File: src/rtl/reversi_accel_mul_pkg.sv
// reversi_accel_mul_pkg: shared multiplier-arbiter constants (operand/product widths, core latency) and requester-ID type
package reversi_accel_mul_pkg;
  localparam int DW_IN = 16;
  localparam int DW_P = 26;
  localparam int MUL_LAT = 3;
  localparam int NREQ_DEF = 4;
  typedef logic [$clog2(NREQ_DEF)-1:0] mul_id_t;
endpackage

File: src/rtl/reversi_accel_rr_arb.sv
// reversi_accel_rr_arb: NREQ-way round-robin picker; req/ptr in, onehot grant, binary winner and any out
module reversi_accel_rr_arb #(
  parameter int NREQ = 4,
  parameter int IDW = $clog2(NREQ)
) (
  input  logic [NREQ-1:0] req,
  input  logic [IDW-1:0]  ptr,
  output logic [NREQ-1:0] grant,
  output logic [IDW-1:0]  winner,
  output logic            any
);
  logic [IDW-1:0] idx;
  always_comb begin
    idx = '0;
    winner = '0;
    for (int k = NREQ - 1; k >= 0; k--) begin
      idx = IDW'((int'(ptr) + k) % NREQ);
      winner = req[idx] ? idx : winner;
    end
    any = |req;
    grant = any ? NREQ'(1) << winner : '0;
  end
endmodule

File: src/rtl/reversi_accel_mul_arbiter.sv
// reversi_accel_mul_arbiter: round-robin sharing of one pipelined multiplier among NREQ requesters; req_valid/req_ready/req_a/req_b in, tagged rsp_valid/rsp_id/rsp_p out with rsp_ready stall, inflight/busy status
module reversi_accel_mul_arbiter
  import reversi_accel_mul_pkg::*;
#(
  parameter int NREQ = NREQ_DEF,
  parameter int IDW = $clog2(NREQ)
) (
  input  logic                          ap_clk,
  input  logic                          ap_rst_n,
  input  logic [NREQ-1:0]               req_valid,
  output logic [NREQ-1:0]               req_ready,
  input  logic [NREQ*DW_IN-1:0]         req_a,
  input  logic [NREQ*DW_IN-1:0]         req_b,
  output logic                          rsp_valid,
  input  logic                          rsp_ready,
  output logic [IDW-1:0]                rsp_id,
  output logic [DW_P-1:0]               rsp_p,
  output logic [$clog2(MUL_LAT+2)-1:0]  inflight,
  output logic                          busy
);
  localparam int IFW = $clog2(MUL_LAT + 2);
  logic ce, any, acc, rel;
  logic [NREQ-1:0] grant;
  logic [IDW-1:0] winner, rr_ptr;
  logic [MUL_LAT-1:0] vld_pipe;
  logic [IDW-1:0] id_pipe [MUL_LAT];
  logic [DW_IN-1:0] a_r, b_r;
  logic [DW_P-1:0] p_pipe [MUL_LAT-1];
  reversi_accel_rr_arb #(.NREQ(NREQ), .IDW(IDW)) u_arb (
    .req(req_valid),
    .ptr(rr_ptr),
    .grant(grant),
    .winner(winner),
    .any(any)
  );
  assign ce = !rsp_valid | rsp_ready;
  assign acc = ce & any;
  assign rel = rsp_valid & rsp_ready;
  assign req_ready = ce ? grant : '0;
  assign rsp_valid = vld_pipe[MUL_LAT-1];
  assign rsp_id = id_pipe[MUL_LAT-1];
  assign rsp_p = p_pipe[MUL_LAT-2];
  assign busy = inflight != '0;
  always_ff @(posedge ap_clk or negedge ap_rst_n) begin
    if (!ap_rst_n) begin
      vld_pipe <= '0;
      for (int i = 0; i < MUL_LAT; i++) id_pipe[i] <= '0;
      rr_ptr <= '0;
      inflight <= '0;
    end else begin
      if (ce) begin
        vld_pipe <= {vld_pipe[MUL_LAT-2:0], any};
        id_pipe[0] <= winner;
        for (int i = 1; i < MUL_LAT; i++) id_pipe[i] <= id_pipe[i-1];
      end
      if (acc) rr_ptr <= (winner == IDW'(NREQ - 1)) ? '0 : winner + 1'b1;
      inflight <= inflight + IFW'(acc) - IFW'(rel);
    end
  end
  always_ff @(posedge ap_clk) begin
    if (ce) begin
      a_r <= any ? req_a[int'(winner)*DW_IN +: DW_IN] : '0;
      b_r <= any ? req_b[int'(winner)*DW_IN +: DW_IN] : '0;
      p_pipe[0] <= DW_P'((2*DW_IN)'(a_r) * (2*DW_IN)'(b_r));
      for (int i = 1; i < MUL_LAT - 1; i++) p_pipe[i] <= p_pipe[i-1];
    end
  end
endmodule

File: config.mk
export PLATFORM = sky130hd
export DESIGN_NAME = reversi_accel_mul_arbiter
export DESIGN_NICKNAME = d
export VERILOG_FILES = /design/src/rtl/reversi_accel_mul_pkg.sv /design/src/rtl/reversi_accel_rr_arb.sv /design/src/rtl/reversi_accel_mul_arbiter.sv
export SDC_FILE = /design/constraint.sdc
export NUM_CORES = 1
export LEC_CHECK = 0
export ABC_AREA = 1
export BUFFER_PORTS_ARGS = -buffer_cell sky130_fd_sc_hd__buf_4
export CAP_MARGIN = 30
export CORE_ASPECT_RATIO = 1.5
export CORE_MARGIN = 2
export CORE_UTILIZATION = 46
export CTS_BUF_LIST = sky130_fd_sc_hd__clkbuf_2 sky130_fd_sc_hd__clkbuf_4 sky130_fd_sc_hd__clkbuf_8
export CTS_CLUSTER_SIZE = 12
export DETAILED_ROUTE_END_ITERATION = 16
export HOLD_SLACK_MARGIN = 0.06
export PLACE_DENSITY = 0.74
export SLEW_MARGIN = 5
export SYNTH_ARGS = -nofsm -noshare
export SYNTH_HDL_FRONTEND = slang
export SYNTH_SLANG_ARGS = --single-unit
File: constraint.sdc
create_clock -name ap_clk -period 7 [get_ports ap_clk]
set_input_delay 0.7 -clock ap_clk [delete_from_list [all_inputs] [get_ports ap_clk]]
set_output_delay 0.7 -clock ap_clk [all_outputs]
set_load 0.01 [all_outputs]
==> flow_summary.ini, run 1 <==
[outcome]
status = finished, final reports clean

[timing]
maxSlewHeadroom = 0.456
setup_viol = 0
skew_ns = 0.0165
worst_slew_pin_slew_ns = 0.814
drv_slew = 0
grt_setup_unrepaired = false
max_freq_ghz = 0.167
layout_min_cycle_time_ns = 5.98
setup_tns_ns = 0
hold_violations = 0
period_share = 0.854

[placed_design]
dpl_cell_area_um2 = 14500
dp_hpwl_mm = 25.1
dp_cells = 2091
place_congestion = 0.937
port_buffers = 171

[finish]
area_delta_synth_final_pct = 10.4
diodes = 0
final_cells = 2107
final_nets = 2149
n_fill_cell = 2644
drive_gt1_frac = 0.119
fin_util = 0.514
fin_area_um2 = 14700

[global_route]
grt_pass1_vias = 11000
grt_pass1_wl_mm = 52.2
grt_usage = 0.219
grt_max_degree = 71
overflow = 0
antenna_found_initial = 0

[detailed_routing]
drcViolationCount = 0
wl_per_cell_um = 14.8
wl_met2_mm = 16.4
firstDrtPassIters = 5
m1WireLength_mm = 11.7
drt_iter0_drc = 752
wirelength_mm = 31.1
routed.top_layer = met4
ant_nets = 0
wl_met3_mm = 1.71
avgViaCountPerCell = 5.00
num_vias = 10500

[synthesis]
synth.top_cell.area_share = 0.275
yosysSeqAreaShare = 0.217
ys_types = 35
post_synth.cell_area_avg_um2 = 7.92
synth.cell_area_um2 = 13300
yosys.area.top_type = fa_1
ys_ff_latch = 98
yosysWarningCount = 0
synth_edf_count = 84
synth_ff_type = edfxtp_1
synth_nets = 2073
syn_inst = 1675
synth_area_leaders = fa_1 (27%), edfxtp_1 (19%), inv_1 (14%)
async_reset_ff_frac = 0.143

[clocking]
cts_hold_buf = 0
h-tree-depth = 3
clk_pin_slew_ns = 0.11
clock_latency_ns = 0.40
postCtsSetupBuffers = 0
ctsResizeCount = 0
cts.path.max_buffers = 2
cts_buffers = 9
clock-sinks = 98
cts_root_buffer = clkbuf_8
cts_tree = done

[setup_path]
r2r-end = p_pipe[0][21]
crit_type = flop to flop
crit_required_ns = 7.16
reg2reg_slack_ns = 1.02
crit_path_max_fanout = 16
cp-end-kind = flop
r2r_start = a_r[9]
arrival_ns = 6.13
cp-start-kind = flop
ff2ff_path_depth = 17

[run]
drv_cap = 0

[floorplanning]
ioPinCount = 172
die_y_um = 212
core_region_area_um2 = 28500
dieArea_um2 = 30200
rows = 76
initial_core_util = 0.465
die_width_um = 143

[hold_path]
hold_path.class = input port to async pin
-- critical path, cell delays in order (launching register included) --
cell and delay, ns:
edfxtp_1 0.80, nand2_1 0.21, fa_1 0.60, inv_1 0.06
fa_1 0.48, fa_1 0.56, fa_1 0.44, fa_1 0.49
inv_1 0.05, fa_1 0.47, inv_1 0.04, ha_1 0.36
nand2_1 0.12, nor2_1 0.17, nand4_1 0.12, o21ai_0 0.46
a21oi_1 0.16, xnor2_1 0.15
-- routing by layer --
metal,GRT usage,up-vias
met1,0.249,5027
met5,0,-
met2,0.406,396
met4,0.0970,0
li1,-,5029
met3,0.0282,78
-- worst max-delay path by stage --
stage / from / to / slack [ns]
after floorplan: a_r[7] / p_pipe[0][21] / 1.58
after global placement: a_r[7] / p_pipe[0][21] / 1.14
after detailed placement: a_r[9] / p_pipe[0][21] / 1.09
after CTS: a_r[9] / p_pipe[0][21] / 1.09
after global routing: a_r[9] / p_pipe[0][21] / 0.75
final: a_r[9] / p_pipe[0][21] / 1.02
-- cells in the final DEF, fill, tap and decap left out, types with 2 or more instances in the layout --
cell type / Yosys / layout
a21o_1: 3 / 3
a21oi_1: 51 / 51
a31oi_1: 8 / 8
buf_4: 29 / 178
clkbuf_8: 0 / 10
dfrtp_1: 14 / 14
edfxtp_1: 84 / 84
fa_1: 182 / 182
ha_1: 81 / 81
inv_1: 478 / 477
inv_2: 4 / 4
inv_6: 0 / 2
nand2_1: 398 / 398
nand2_2: 3 / 3
nand3_1: 118 / 118
nand3_2: 2 / 2
nand3b_1: 35 / 35
nand4_1: 7 / 7
nor2_1: 30 / 30
nor3_1: 3 / 3
o21ai_0: 18 / 18
o21ai_1: 2 / 2
o21ai_2: 2 / 2
or2_2: 2 / 2
xnor2_1: 11 / 11
xor2_1: 18 / 18
-- sequential cells by signal, indices dropped and copies added, names as in the netlist --
name	cells
p_pipe	52
inflight	3
rsp_id	2
rr_ptr	2
id_pipe	4
vld_pipe	3
a_r	16
b_r	16
-- layout make-up --
| cell class | count | area [µm²] | share of cell area |
|---|---|---|---|
| well taps | 351 | 439 | 0.0300 |
| inverters | 482 | 1810 | 0.124 |
| repair buffers | 179 | 1360 | 0.0931 |
| multi-input cells | 981 | 7980 | 0.545 |
| flip-flops and latches | 98 | 2870 | 0.196 |
| clock inverters | 6 | 47.5 | 0.00324 |
| clock buffers | 10 | 138 | 0.00939 |
-- stage by stage --
| stage | setup WS, ns | hold WS (ns) |
|---|---|---|
| after floorplan | 1.58 | 0.400 |
| after global placement | 1.14 | 0.400 |
| after detailed placement | 1.09 | 0.405 |
| after CTS | 1.09 | 0.112 |
| after global routing | 0.751 | 0.119 |
| final | 1.02 | 0.123 |
-- cells by family after synthesis --
group | Yosys count | synth area share
simple gates | 601 | 0.195
buf+inv | 596 | 0.182
fa+ha+maj | 263 | 0.351
flops | 98 | 0.217
compound gates | 88 | 0.0358
xor+xnor | 29 | 0.0191
-- cell usage after synthesis, types with 3 or more instances --
cell type  instances
inv_1            478
nand2_2            3
o21ai_0           18
nand3_1          118
nand4_1            7
xor2_1            18
edfxtp_1          84
a21oi_1           51
nand2_1          398
clkbuf_1          61
xnor2_1           11
inv_2              4
nand3b_1          35
ha_1              81
fa_1             182
a21o_1             3
nor3_1             3
buf_4             29
dfrtp_1           14
a31oi_1            8
nor2_1            30
buf_2             16
buf_6              7
Power of run 1 is left out: the tool's default activity adds up to more than one toggle a clock period on the data nets, which glitch-free logic cannot reach.
==> inputs of run 2 (changes only) <==
--- a/config.mk
+++ b/config.mk
@@ -11,10 +11,10 @@
 export CORE_ASPECT_RATIO = 1.5
 export CORE_MARGIN = 2
-export CORE_UTILIZATION = 46
+export CORE_UTILIZATION = 50
 export CTS_BUF_LIST = sky130_fd_sc_hd__clkbuf_2 sky130_fd_sc_hd__clkbuf_4 sky130_fd_sc_hd__clkbuf_8
 export CTS_CLUSTER_SIZE = 12
 export DETAILED_ROUTE_END_ITERATION = 16
 export HOLD_SLACK_MARGIN = 0.06
-export PLACE_DENSITY = 0.74
+export PLACE_DENSITY = 0.79
 export SLEW_MARGIN = 5
 export SYNTH_ARGS = -nofsm -noshare
==> constraint.sdc (replaced) <==
create_clock -name ap_clk -period 7 [get_ports ap_clk]
set_input_delay 1.4 -clock ap_clk [delete_from_list [all_inputs] [get_ports ap_clk]]
set_output_delay 1.4 -clock ap_clk [all_outputs]
set_load 0.01 [all_outputs]
==> flow_summary.ini, run 2 (synthesis gave the netlist of run 1 again) <==
[setup_path]
slowest_stage = edfxtp_1
cp-start-kind = flop
crit_family = adder cells
crit_type = flop to flop
worst-path-buf-inv = 5
crit_required_ns = 7.16
cp-end-kind = flop
crit_path_max_fanout = 16
arrival_ns = 6.40
cp_common_cell = fa_1
path_cells = nand2_1 -> fa_1 -> inv_1 -> fa_1 -> inv_1 -> fa_1 -> inv_1 -> fa_1 -> fa_1 -> inv_1 -> fa_1 -> inv_1 -> ha_1 -> nand2_1 -> nor2_1 -> nand4_1 -> o21ai_0 -> a21oi_1 -> xnor2_1
max_stage_delay_ns = 0.77

[timing]
max_freq_ghz = 0.160
layout_min_cycle_time_ns = 6.24
maxSlewHeadroom = 0.507
worst_slew_pin_slew_ns = 0.736
setup_tns_ns = 0
setup_viol = 0
grt_setup_unrepaired = false
drv_slew = 0
period_share = 0.891
hold_violations = 0
skew_ns = 0.0308

[placed_design]
port_buffers = 171
dpl_cell_area_um2 = 14400
dp_hpwl_mm = 26.0
place_congestion = 0.944

[clocking]
h-tree-depth = 3
clk_pin_slew_ns = 0.12
clock_latency_ns = 0.42
cts_tree = done
cts_buffers = 9
ctsResizeCount = 0
postCtsSetupBuffers = 0
cts.path.max_buffers = 2
cts_root_buffer = clkbuf_8
cts_hold_buf = 0
clock-sinks = 98

[finish]
area_delta_synth_final_pct = 10.6
largest_registers = p_pipe (52), a_r (16), b_r (16)
fin_area_um2 = 14700
mostFrequentLayoutCells = inv_1 (477), nand2_1 (398), fa_1 (182)
n_fill_cell = 2449
top_register = p_pipe
largest_register_ffs = 52
layout_commonest_cell = inv_1
diodes = 0
final_nets = 2149
drive_gt1_frac = 0.120

[floorplanning]
initial_core_util = 0.504
rows = 73
dieArea_um2 = 27900
ioPinCount = 172
die_y_um = 203
die_width_um = 137
core_region_area_um2 = 26300

[outcome]
status = finished, final reports clean

[global_route]
grt_pass1_vias = 11300
antenna_found_initial = 0
grt_max_degree = 85
grt_pass1_wl_mm = 53.0
grt_usage = 0.243
overflow = 0

[run]
drv_cap = 0

[hold_path]
hold_path.class = flop to flop

[detailed_routing]
wl_per_cell_um = 15.3
avgViaCountPerCell = 5.11
drcViolationCount = 0
firstDrtPassIters = 7
drt_iter0_drc = 707
ant_nets = 0
num_vias = 10700
wirelength_mm = 32.0
-- run 2: cell count changes in the layout (fill, tap and decap cells not counted), sizes merged --
cell    before  now
bufinv       0    1
clkbuf      10    9
-- run 2: routing by layer --
layer	global-route usage	wire length [µm]	part of all wire	vias to the layer above
li1	-	-	-	5035
met1	0.267	11500	0.36	5079
met2	0.445	16800	0.53	466
met3	0.0350	1910	0.060	114
met4	0.126	1700	0.053	0
met5	0	0	0	-
-- run 2: area by class of cell --
cell class	count	area [µm²]	share of cell area
Sequential cell	98	2870	0.196
Clock buffer	9	124	0.00844
Inverter	482	1810	0.123
Timing Repair Buffer	179	1360	0.0930
Multi-Input combinational cell	981	7980	0.544
Tap cell	337	422	0.0287
Clock inverter	7	95.1	0.00648
-- run 2: final timing paths --
check	slack (ns)	start	endpoint	depth (start not counted)
worst max-delay path	0.76	a_r[7]	p_pipe[0][21]	19
worst min-delay path	0.43	p_pipe[0][8]	p_pipe[0][34]	0
worst max register to register	0.76	a_r[7]	p_pipe[0][21]	19
worst min register to register	0.43	p_pipe[0][8]	p_pipe[0][34]	0
max in group asynchronous	6.00	ap_rst_n	id_pipe[3]	1
min in group asynchronous	0.81	ap_rst_n	inflight[0]	1
-- run 2: worst reg2reg max path, cell delays in order (launching register included) --
cell and delay [ns]:
edfxtp_1 0.77, nand2_1 0.18, fa_1 0.57, inv_1 0.05, fa_1 0.51, inv_1 0.06, fa_1 0.53, inv_1 0.05
fa_1 0.39, fa_1 0.51, inv_1 0.05, fa_1 0.47, inv_1 0.04, ha_1 0.37, nand2_1 0.15, nor2_1 0.20
nand4_1 0.21, o21ai_0 0.56, a21oi_1 0.17, xnor2_1 0.16
-- run 2: metrics by stage --
| step | setup slack, ns | std cells | utilization | hold slack (ns) |
|---|---|---|---|---|
| after floorplan | 1.58 | 1675 | - | 0.400 |
| after global routing | 0.647 | 2093 | 0.558 | 0.434 |
| final | 0.763 | 2093 | 0.558 | 0.428 |
| after CTS | 0.845 | 2092 | 0.557 | 0.424 |
| after detailed placement | 0.861 | 2076 | 0.548 | 0.405 |
| after global placement | 0.836 | 2076 | 0.548 | 0.403 |
Power of run 2 is left out for the same reason.
==> inputs of run 3 (changes only) <==
Settings changed: GPL_TIMING_DRIVEN set to 0.
==> flow_summary.ini, run 3 (synthesis gave the netlist of run 1 again) <==
[hold_path]
whs_endpoint = p_pipe[0][33]
hp-start = p_pipe[0][7]
min_path_cells = 0
hold_path.class = flop to flop

[finish]
n_fill_cell = 2439
final_nets = 2257
top_register = p_pipe
layout_commonest_cell = inv_1
largest_register_ffs = 52
area_delta_synth_final_pct = 14.6
drive_gt1_frac = 0.137
mostFrequentLayoutCells = inv_1 (477), nand2_1 (398), buf_4 (200)
largest_registers = p_pipe (52), a_r (16), b_r (16)
fin_util = 0.578
diodes = 0

[timing]
skew_ns = 0.0264
worst_slew_pin_slew_ns = 0.909
setup_viol = 0
maxSlewHeadroom = 0.388
hold_violations = 0
setup_tns_ns = 0
layout_min_cycle_time_ns = 6.67
grt_setup_unrepaired = false
worst_hold_slack_ns = 0.415
max_freq_ghz = 0.150
period_share = 0.952
drv_slew = 0

[clocking]
postCtsSetupBuffers = 0
clock-sinks = 98
cts.path.max_buffers = 2
clk_pin_slew_ns = 0.11
cts_buffers = 9
clock_latency_ns = 0.40
cts_tree = done
cts_hold_buf = 0
h-tree-depth = 3
ctsResizeCount = 0
cts_root_buffer = clkbuf_8

[floorplanning]
initial_core_util = 0.504
core_region_area_um2 = 26300
die_y_um = 203
dieArea_um2 = 27900
rows = 73
ioPinCount = 172
die_width_um = 137

[detailed_routing]
num_vias = 11200
drt_iter0_drc = 603
ant_nets = 0
wirelength_mm = 35.9
drcViolationCount = 0
wl_per_cell_um = 16.3
firstDrtPassIters = 8
avgViaCountPerCell = 5.09

[global_route]
grt_max_degree = 58
grt.busiest_layer = met2
antenna_found_initial = 0
grt_pass1_wl_mm = 58.4
grt.met3_usage = 0.0373
grt_pass1_vias = 12000
use_met1 = 0.280
grt_use_met2 = 0.511
grt_usage = 0.271
overflow = 0

[setup_path]
path_cells = clkbuf_1 -> clkbuf_1 -> nand2_1 -> fa_1 -> inv_1 -> fa_1 -> ha_1 -> fa_1 -> inv_1 -> fa_1 -> inv_1 -> fa_1 -> ha_1 -> a21oi_1 -> a21boi_0 -> o21ai_0 -> nand3_1 -> nand2_1 -> xor2_1
r2r-end = p_pipe[0][19]
r2r_start = a_r[6]
worst-path-buf-inv = 5
crit_path_max_fanout = 10
cp-start-kind = flop
cp-end-kind = flop
reg2reg_slack_ns = 0.33
slowest_stage = a21boi_0
arrival_ns = 6.81
max_stage_delay_ns = 0.75
ff2ff_path_depth = 19
crit_type = flop to flop
crit_required_ns = 7.14
cp_common_cell = fa_1
crit_family = adder cells

[placed_design]
port_buffers = 171
dp_hpwl_mm = 30.3
place_congestion = 0.971

[outcome]
status = finished, final reports clean

[run]
drv_cap = 0
-- run 3: cell types whose count changed in the layout (fill, tap and decap cells not counted), sizes merged --
| cell | before | now |
|---|---|---|
| clkinv | 3 | 0 |
| buf | 179 | 226 |
| clkbuf | 9 | 71 |
| bufinv | 1 | 0 |
| inv | 485 | 488 |
-- run 3: per-stage QoR --
step                      setup slack [ns]  cells  cell area, µm²
after floorplan                       1.58   1675           13300
after global placement               0.439   2183           15000
after detailed placement             0.475   2185           15000
after CTS                            0.451   2201           15200
after global routing                 0.113   2201           15200
final                                0.334   2201           15200
-- run 3: per-layer routing --
layer | routed length [µm] | up-vias | share of wire
met5 | 0 | - | 0
met4 | 2330 | 0 | 0.065
met3 | 1950 | 141 | 0.054
met2 | 19200 | 441 | 0.53
met1 | 12400 | 5357 | 0.35
li1 | - | 5260 | -
-- run 3: how the worst max path moves through the flow --
stage / from / to / slack, ns / cells after the start
final: a_r[6] / p_pipe[0][19] / 0.33 / 19
after global routing: a_r[6] / p_pipe[0][19] / 0.11 / 19
after CTS: a_r[6] / p_pipe[0][19] / 0.45 / 19
after detailed placement: a_r[5] / p_pipe[0][19] / 0.47 / 19
after global placement: a_r[5] / p_pipe[0][19] / 0.44 / 19
after floorplan: a_r[7] / p_pipe[0][21] / 1.58 / 21
-- run 3: cell type report --
cell class                 count  area (µm²)  share of cell area
multi-input combinational    981        7980               0.525
sequential                    98        2870               0.189
inverter                     482        1810               0.119
timing repair buffer         173        1320              0.0866
buffer                       114         609              0.0401
tap                          337         422              0.0277
clock buffer                  10         138             0.00906
clock inverter                 6        52.6             0.00346
-- run 3: worst register-to-register path, delay by kind of cell, from the launching register on --
kind	cells	cell delay, ns
adder cells (fa/ha/maj)	7	3.04
XOR/XNOR	1	0.14
AND/OR/NAND/NOR	3	0.40
AO/OA/AOI/OAI	3	1.33
flip-flops	1	0.34
buffers and inverters	5	1.18
Power of run 3 is left out for the same reason.
